## config.mk

```make
export PLATFORM = sky130hd
export DESIGN_NAME = fuzzy_host_seq
export DESIGN_NICKNAME = d
export VERILOG_FILES = /design/src/rtl/fuzzy_host_pkg.sv /design/src/rtl/fuzzy_sat8.sv /design/src/rtl/fuzzy_host_seq.sv
export SDC_FILE = /design/constraint.sdc
export NUM_CORES = 1
export LEC_CHECK = 0
export CAP_MARGIN = 20
export CORE_MARGIN = 2
export CORE_UTILIZATION = 57
export CTS_BUF_LIST = sky130_fd_sc_hd__clkbuf_4 sky130_fd_sc_hd__clkbuf_8 sky130_fd_sc_hd__clkbuf_16
export DETAILED_ROUTE_END_ITERATION = 8
export PLACE_DENSITY = 0.82
export SYNTH_ARGS = -nofsm -noshare
export SYNTH_HDL_FRONTEND = slang
export SYNTH_HIERARCHICAL = 1
export SYNTH_SLANG_ARGS = --single-unit
```

## constraint.sdc

```tcl
create_clock -name clk_0 -period 10 [get_ports clk_0]
set_input_delay 2.5 -clock clk_0 [delete_from_list [all_inputs] [get_ports clk_0]]
set_output_delay 2.5 -clock clk_0 [all_outputs]
set_load 0.1 [all_outputs]
```

## src/rtl/fuzzy_host_pkg.sv

```systemverilog
// rtl/fuzzy_host_pkg.sv - shared types and constants for the fuzzy host sequencer
package fuzzy_host_pkg;

   typedef enum logic [1:0] {
      IDLE   = 2'd0,
      RUN    = 2'd1,
      SETTLE = 2'd2,
      OUT    = 2'd3
   } state_t;

   localparam logic [7:0] ZERO_OFFSET = 8'd128;
   localparam int         ERR_W       = 10;
   localparam int         DLT_W       = 11;

endpackage

```

## src/rtl/fuzzy_sat8.sv

```systemverilog
// rtl/fuzzy_sat8.sv - signed value plus zero offset, clamped to 0..255
module fuzzy_sat8
   import fuzzy_host_pkg::*;
#(
   parameter int W = ERR_W
) (
   input  logic signed [W-1:0] val_i,
   output logic [7:0]          sat_o
);

   logic [W:0] sum;

   // Range never overflows W+1 bits, so the top bit is the true sign.
   always_comb begin
      sum = {val_i[W-1], val_i} + {{(W-7){1'b0}}, ZERO_OFFSET};
      if (sum[W]) begin
         sat_o = 8'd0;
      end else if (sum[W-1:8] != '0) begin
         sat_o = 8'd255;
      end else begin
         sat_o = sum[7:0];
      end
   end

endmodule

```

## src/rtl/fuzzy_host_seq.sv

```systemverilog
// rtl/fuzzy_host_seq.sv - measurement-to-control sequencer around the fuzzy core
module fuzzy_host_seq
   import fuzzy_host_pkg::*;
#(
   parameter int RULE_CYCLES   = 16,
   parameter int SETTLE_CYCLES = 2
) (
   input  logic       clk_0,
   input  logic       Srst,
   input  logic [7:0] setpoint,
   input  logic [7:0] medida,
   input  logic       medida_valid,
   output logic       medida_ready,
   output logic [7:0] Entrada_01,
   output logic [7:0] Entrada_02,
   output logic       EN_REGRAS,
   input  logic [7:0] saida_defuzzy,
   output logic [7:0] controle,
   output logic       controle_valid,
   input  logic       controle_ready,
   output logic       busy
);

   localparam int MAXC = (RULE_CYCLES > SETTLE_CYCLES) ? RULE_CYCLES : SETTLE_CYCLES;
   localparam int CW   = $clog2(MAXC + 1);
   localparam logic [CW-1:0] RULE_LAST   = CW'(RULE_CYCLES - 1);
   localparam logic [CW-1:0] SETTLE_LAST = CW'(SETTLE_CYCLES - 1);

   state_t                   state_q, state_d;
   logic [CW-1:0]            cnt_q, cnt_d;
   logic signed [ERR_W-1:0]  e_prev_q, e_prev_d;
   logic                     first_q, first_d;
   logic [7:0]               ent1_q, ent1_d, ent2_q, ent2_d, ctl_q, ctl_d;
   logic                     en_q, en_d, cv_q, cv_d;
   logic signed [ERR_W-1:0]  err;
   logic signed [DLT_W-1:0]  dlt;
   logic [7:0]               sat_err, sat_dlt;

   assign err = $signed({2'b00, setpoint}) - $signed({2'b00, medida});
   assign dlt = {err[ERR_W-1], err} - {e_prev_q[ERR_W-1], e_prev_q};

   fuzzy_sat8 #(.W(ERR_W)) u_sat_err (.val_i(err), .sat_o(sat_err));
   fuzzy_sat8 #(.W(DLT_W)) u_sat_dlt (.val_i(dlt), .sat_o(sat_dlt));

   assign medida_ready   = (state_q == IDLE) && !Srst;
   assign busy           = (state_q != IDLE);
   assign Entrada_01     = ent1_q;
   assign Entrada_02     = ent2_q;
   assign EN_REGRAS      = en_q;
   assign controle       = ctl_q;
   assign controle_valid = cv_q;

   always_comb begin
      state_d  = state_q;
      cnt_d    = cnt_q;
      e_prev_d = e_prev_q;
      first_d  = first_q;
      ent1_d   = ent1_q;
      ent2_d   = ent2_q;
      ctl_d    = ctl_q;
      case (state_q)
         IDLE: begin
            if (medida_valid && medida_ready) begin
               state_d  = RUN;
               cnt_d    = '0;
               e_prev_d = err;
               first_d  = 1'b0;
               ent1_d   = sat_err;
               ent2_d   = first_q ? ZERO_OFFSET : sat_dlt;
            end
         end
         RUN: begin
            if (cnt_q == RULE_LAST) begin
               state_d = SETTLE;
               cnt_d   = '0;
            end else begin
               cnt_d = cnt_q + CW'(1);
            end
         end
         SETTLE: begin
            if (cnt_q == SETTLE_LAST) begin
               state_d = OUT;
               cnt_d   = '0;
               ctl_d   = saida_defuzzy;
            end else begin
               cnt_d = cnt_q + CW'(1);
            end
         end
         OUT: begin
            if (controle_ready) begin
               state_d = IDLE;
            end
         end
         default: state_d = IDLE;
      endcase
      // Outputs are decoded from the next state so they are clean flop outputs.
      en_d = (state_d == RUN);
      cv_d = (state_d == OUT);
   end

   always_ff @(posedge clk_0) begin
      if (Srst) begin
         state_q  <= IDLE;
         cnt_q    <= '0;
         e_prev_q <= '0;
         first_q  <= 1'b1;
         ent1_q   <= ZERO_OFFSET;
         ent2_q   <= ZERO_OFFSET;
         ctl_q    <= 8'd0;
         en_q     <= 1'b0;
         cv_q     <= 1'b0;
      end else begin
         state_q  <= state_d;
         cnt_q    <= cnt_d;
         e_prev_q <= e_prev_d;
         first_q  <= first_d;
         ent1_q   <= ent1_d;
         ent2_q   <= ent2_d;
         ctl_q    <= ctl_d;
         en_q     <= en_d;
         cv_q     <= cv_d;
      end
   end

endmodule

```

## After elaboration in Yosys (flattened, before gate mapping)

Cells that the tools add are included.

| operators by class | value |
|---|---|
| add/subtract/negate cells | 5 |
| equal/unequal tests | 8 |
| mux-type cells | 14 |
| reduce and logical (&&, ||, !) cells | 11 |

Operators by type and width:

| operator | number |
|---|---|
| $mux 8 | 5 |
| $mux 5 | 3 |
| $pmux 5 s3 | 1 |
| $add 10x9->11 const B | 1 |
| $add 9x9->10 const B | 1 |
| $sub 9x9->10 | 1 |
| $sub 8x8->9 | 1 |
| $mux 2 | 4 |
| $pmux 2 s4 | 1 |
| $eq 2x2->1 const B | 3 |
| $reduce_and 2->1 | 3 |
| $reduce_bool 3->1 | 2 |
| $add 5x1->5 const B | 1 |
| $eq 5x1->1 const B | 1 |
| $eq 5x4->1 const B | 1 |
| $eq 2x1->1 const B | 2 |
| $reduce_bool 2->1 | 2 |
| $logic_and 1x1->1 | 2 |
| $logic_not 2->1 | 1 |
| $ne 2x1->1 const B | 1 |
| $logic_not 1->1 | 1 |

| word-level totals | value |
|---|---|
| register bits | 43 |
| bits of input ports | 28 |
| output and inout port bits | 28 |
| logic and storage cells | 47 |

## Longest topological paths before layout

| logic depth | value |
|---|---|
| depth after elaboration | 7 |
| depth in mapped cells | 20 |
| mapped depth without buffers | 19 |

## Modules after synthesis

Netlist, hierarchy kept.

Modules (own cells, without submodules):

| module | times used | cells each | area an instance (um^2) | sequential area each (um^2) |
|---|---|---|---|---|
| fuzzy_host_seq | 1 | 312 | 2516.2 | 860.8 |
| fuzzy_sat8 (u_sat_err) | 1 | 32 | 275.3 | 0.0 |
| fuzzy_sat8 (u_sat_dlt) | 1 | 39 | 267.8 | 0.0 |

## Worst setup path before layout

No wires, ideal clock.

| timing path | value |
|---|---|
| kind | input -> output |
| from | in Srst |
| to | out medida_ready |
| data arrival time | 4.124 ns |
| required time | 7.500 ns |
| slack | 3.376 ns |
| stages | 3 |
| buffers on the path | 2 |
| cells stage by stage | buf_2 buf_1 nor2_1 |

| on the way | value |
|---|---|
| longest elaborated chain between the ends | 2 |

Ends and longest elaborated chain:

| element | line | source |
|---|---|---|
| start, declared | fuzzy_host_seq.sv:9 | `input logic Srst,` |
| $logic_not 1->1 | fuzzy_host_seq.sv:45 | `assign medida_ready = (state_q == IDLE) && !Srst;` |
| $logic_and 1x1->1 | fuzzy_host_seq.sv:45 |  |
| end, declared | fuzzy_host_seq.sv:13 | `output logic medida_ready,` |

Every way passes these cells.

## Worst setup path after layout

Ends and elaborated chain as after synthesis.

==> flow_summary.ini <==
[run_status]
outcome = completed

[synthesis]
synth_cells = 383
yosys.cell_types.count = 55
synth_edf_count = 0
synth-seq-area-share_pct = 28.14
synth_ff_type = dfxtp_1
synthesis.area_sq_um = 3059
ys_ff_latch = 43
syn_area_per_cell_sq_um = 7.987
synthArstFlopShare_pct = 0
ys_warn_count = 6
syn-num-nets = 441

[sta]
final-max-slew-violation-count = 0
fmax_mhz = 144.5
final.min_clock_period_ns = 6.921
maxSlewHeadroom_pct = 34.13
final.setup.tns_ns = 0
tightest_slew_ns = 0.9778
setup_viol = 0
grt_setup_unrepaired = no
finalCritPeriodShare_pct = 69.21
clock_skew_ns = 0.01230
hold_violations = 0

[floorplan]
die_x_um = 77.26
dieArea_sq_um = 5969
rows = 26
initial_core_util_pct = 59.52
io_pins = 56
core_area_sq_um = 5140
die_y_um = 77.26

[route]
routed_wl_mm = 6.563
postRouteAntennaNets = 0
dr.first_iter.drc_count = 115
avgViaCountPerCell = 5.443
first_pass_iters = 5
wire_per_inst_um = 13.15
drc = 0
vias = 2716

[worst_setup_path]
ff2ff_setup_slack_ns = 7.04
slowest_stage = clkdlybuf4s50_1
endpoint_kind = output port
arrival_ns = 4.42
critical_path_class = primary input to output port
critPathRequiredTime_ns = 7.50
critPathTopFamily = buffers and inverters
max_stage_delay_ns = 1.13
path_buf_inv = 3
cp-start-kind = primary input
path_cells = clkdlybuf4s50_1, buf_4, nor2_1, clkdlybuf4s50_1
cp_max_fo = 38
cpMostUsedCell = clkdlybuf4s50_1

[pwr]
clkPwrFrac_pct = 11.6
power_uw = 983.5
pwr-share-comb_pct = 66.6
vdd_drop_max_mv = 0.1514
p_leak_uw = 0.001488
cellInternalPower_uw = 476.3
power_density_nw_per_um2 = 265.0
p_sw_share_pct = 51.58
pwr-share-seq_pct = 21.8
switchingPower_uw = 507.3

[global_route]
grtUsageTotal_pct = 23.42
antenna_found_initial = 0
grt_overflow = 0
grt_max_degree = 39
grt_first_pass_wirelength_mm = 11.50
grt_pass1_vias = 2639

[final_layout]
diodes = 0
final_common_cell = clkdlybuf4s50_1
area_growth_syn_to_layout_pct = 21.31
fin_cells = 499
final_cell_mix = clkdlybuf4s50_1 (55), nand2_1 (47), dfxtp_1 (43), nor2_1 (38), inv_1 (32)
fin_nets = 487
drive_above_1_share_pct = 7.692

[place]
dpl.hpwl_mm = 4.854
io_buffer_count = 55
dp.cells = 491
gp_congestion = 0.8363

[worst_hold_path]
hp-class = flip-flop to flip-flop

[clock_network]
post_cts_resized = 0
clkLatencyLatePin_ns = 0.30
holdBufCountCts = 0
cts_tree = yes
post_cts_buffers = 0
clkSinkCount = 43
clkTransAtPathRegs_ns = 0.07
cts-buffers-inserted = 5
htreeDepth = 2
clockRootBuffer = clkbuf_8
clock_tree.buffer_depth = 2

[flow_run]
drv_cap = 0
[layout make-up]
class,instances,area [sq um]
clock buffer,6,82.58
clock inverter,1,5.005
fill,435,1429
inverter,32,120.1
multi-input combinational,289,1962
sequential,43,860.8
tap,70,87.58
timing repair buffer,58,593.1
[cells in the mapped netlist (3+ instances only)]
master	count	share of area (%)
a211oi_1	8	2.0
a211oi_2	9	3.7
a21o_1	6	1.5
a21oi_1	31	5.1
buf_2	6	0.98
buf_6	4	1.5
clkbuf_1	5	0.61
dfxtp_1	43	28
ha_1	28	11
inv_1	32	3.9
mux2_2	3	1.1
nand2_1	47	5.8
nand2b_1	7	1.4
nand3_1	20	3.3
nand3b_1	7	1.7
nor2_1	38	4.7
nor2b_1	3	0.61
nor3_1	4	0.65
nor4_1	8	1.6
o21ai_0	12	2.0
o31ai_1	10	2.5
xnor2_1	8	2.3
xor2_1	4	1.1
[kinds of logic after synthesis]
group	count (synthesis)	share of synthesized area, %
muxes	3	1.104
and+or+nand+nor	150	24.79
adders and majority gates	30	12.76
DFF	43	28.14
AOI/OAI and AO/OA	94	22.05
buffers and inverters	51	7.730
xor gates and xnor gates	12	3.436
[power groups by stage]
stage | Clock (uW) | Combinational (uW) | Sequential [uW]
finish | 114 | 655 | 214
global route | 125 | 718 | 218
CTS | 116 | 650 | 214
detailed placement | 0 | 645 | 218
global placement | 0 | 633 | 218
floorplan | 0 | 432 | 330
[per-layer routing]
layer,up-vias,GRT usage (%),wire length [um]
met5,-,0,0
met4,0,10.00,174
met3,13,4.000,203
met2,62,42.61,3222
met1,1219,26.73,2962
li1,1422,-,-
[worst reg2reg max path, cell delays in order, from the launching register on]
cell and delay, ns:
dfxtp_1 0.31, inv_1 0.09, ha_1 0.29, nor2b_1 0.14
o31a_1 0.27, o21ai_0 0.31, o211ai_1 0.12, o21ai_0 0.38
and3b_1 0.30, nor3_4 0.30, a211oi_1 0.13, nand3b_1 0.11
a21oi_1 0.07
[metrics by stage]
stage	area [sq um]	util (%)	hold slack [ns]	setup WS, ns
2_1_floorplan	3059	-	0.4529	3.376
3_3_place_gp	3596	69.96	0.4429	3.082
3_5_place_dp	3596	69.96	0.4461	3.073
4_1_cts	3684	71.67	0.4546	3.073
5_1_grt	3711	72.20	0.4753	3.002
6_report	3711	72.20	0.4548	3.079
[registers in the layout, summed over array words and instances (netlist names)]
| signal | cells |
|---|---|
| cnt_q | 5 |
| controle_valid | 1 |
| first_q | 1 |
| Entrada_01 | 8 |
| controle | 8 |
| state_q | 2 |
| EN_REGRAS | 1 |
| Entrada_02 | 8 |
| e_prev_q | 9 |
[path summary, 6_finish.rpt]
path,from,end,depth (start not counted)
max reg2reg,e_prev_q[1]$_SDFFE_PP0P_,Entrada_02[2]$_SDFFE_PP0P_,12
min reg2reg,Entrada_02[0]$_SDFFE_PP0P_,Entrada_02[0]$_SDFFE_PP0P_,2
max,Srst,medida_ready,4
min,Entrada_02[0]$_SDFFE_PP0P_,Entrada_02[0]$_SDFFE_PP0P_,2
No activity file was read; power rests on OpenSTA's default activity.
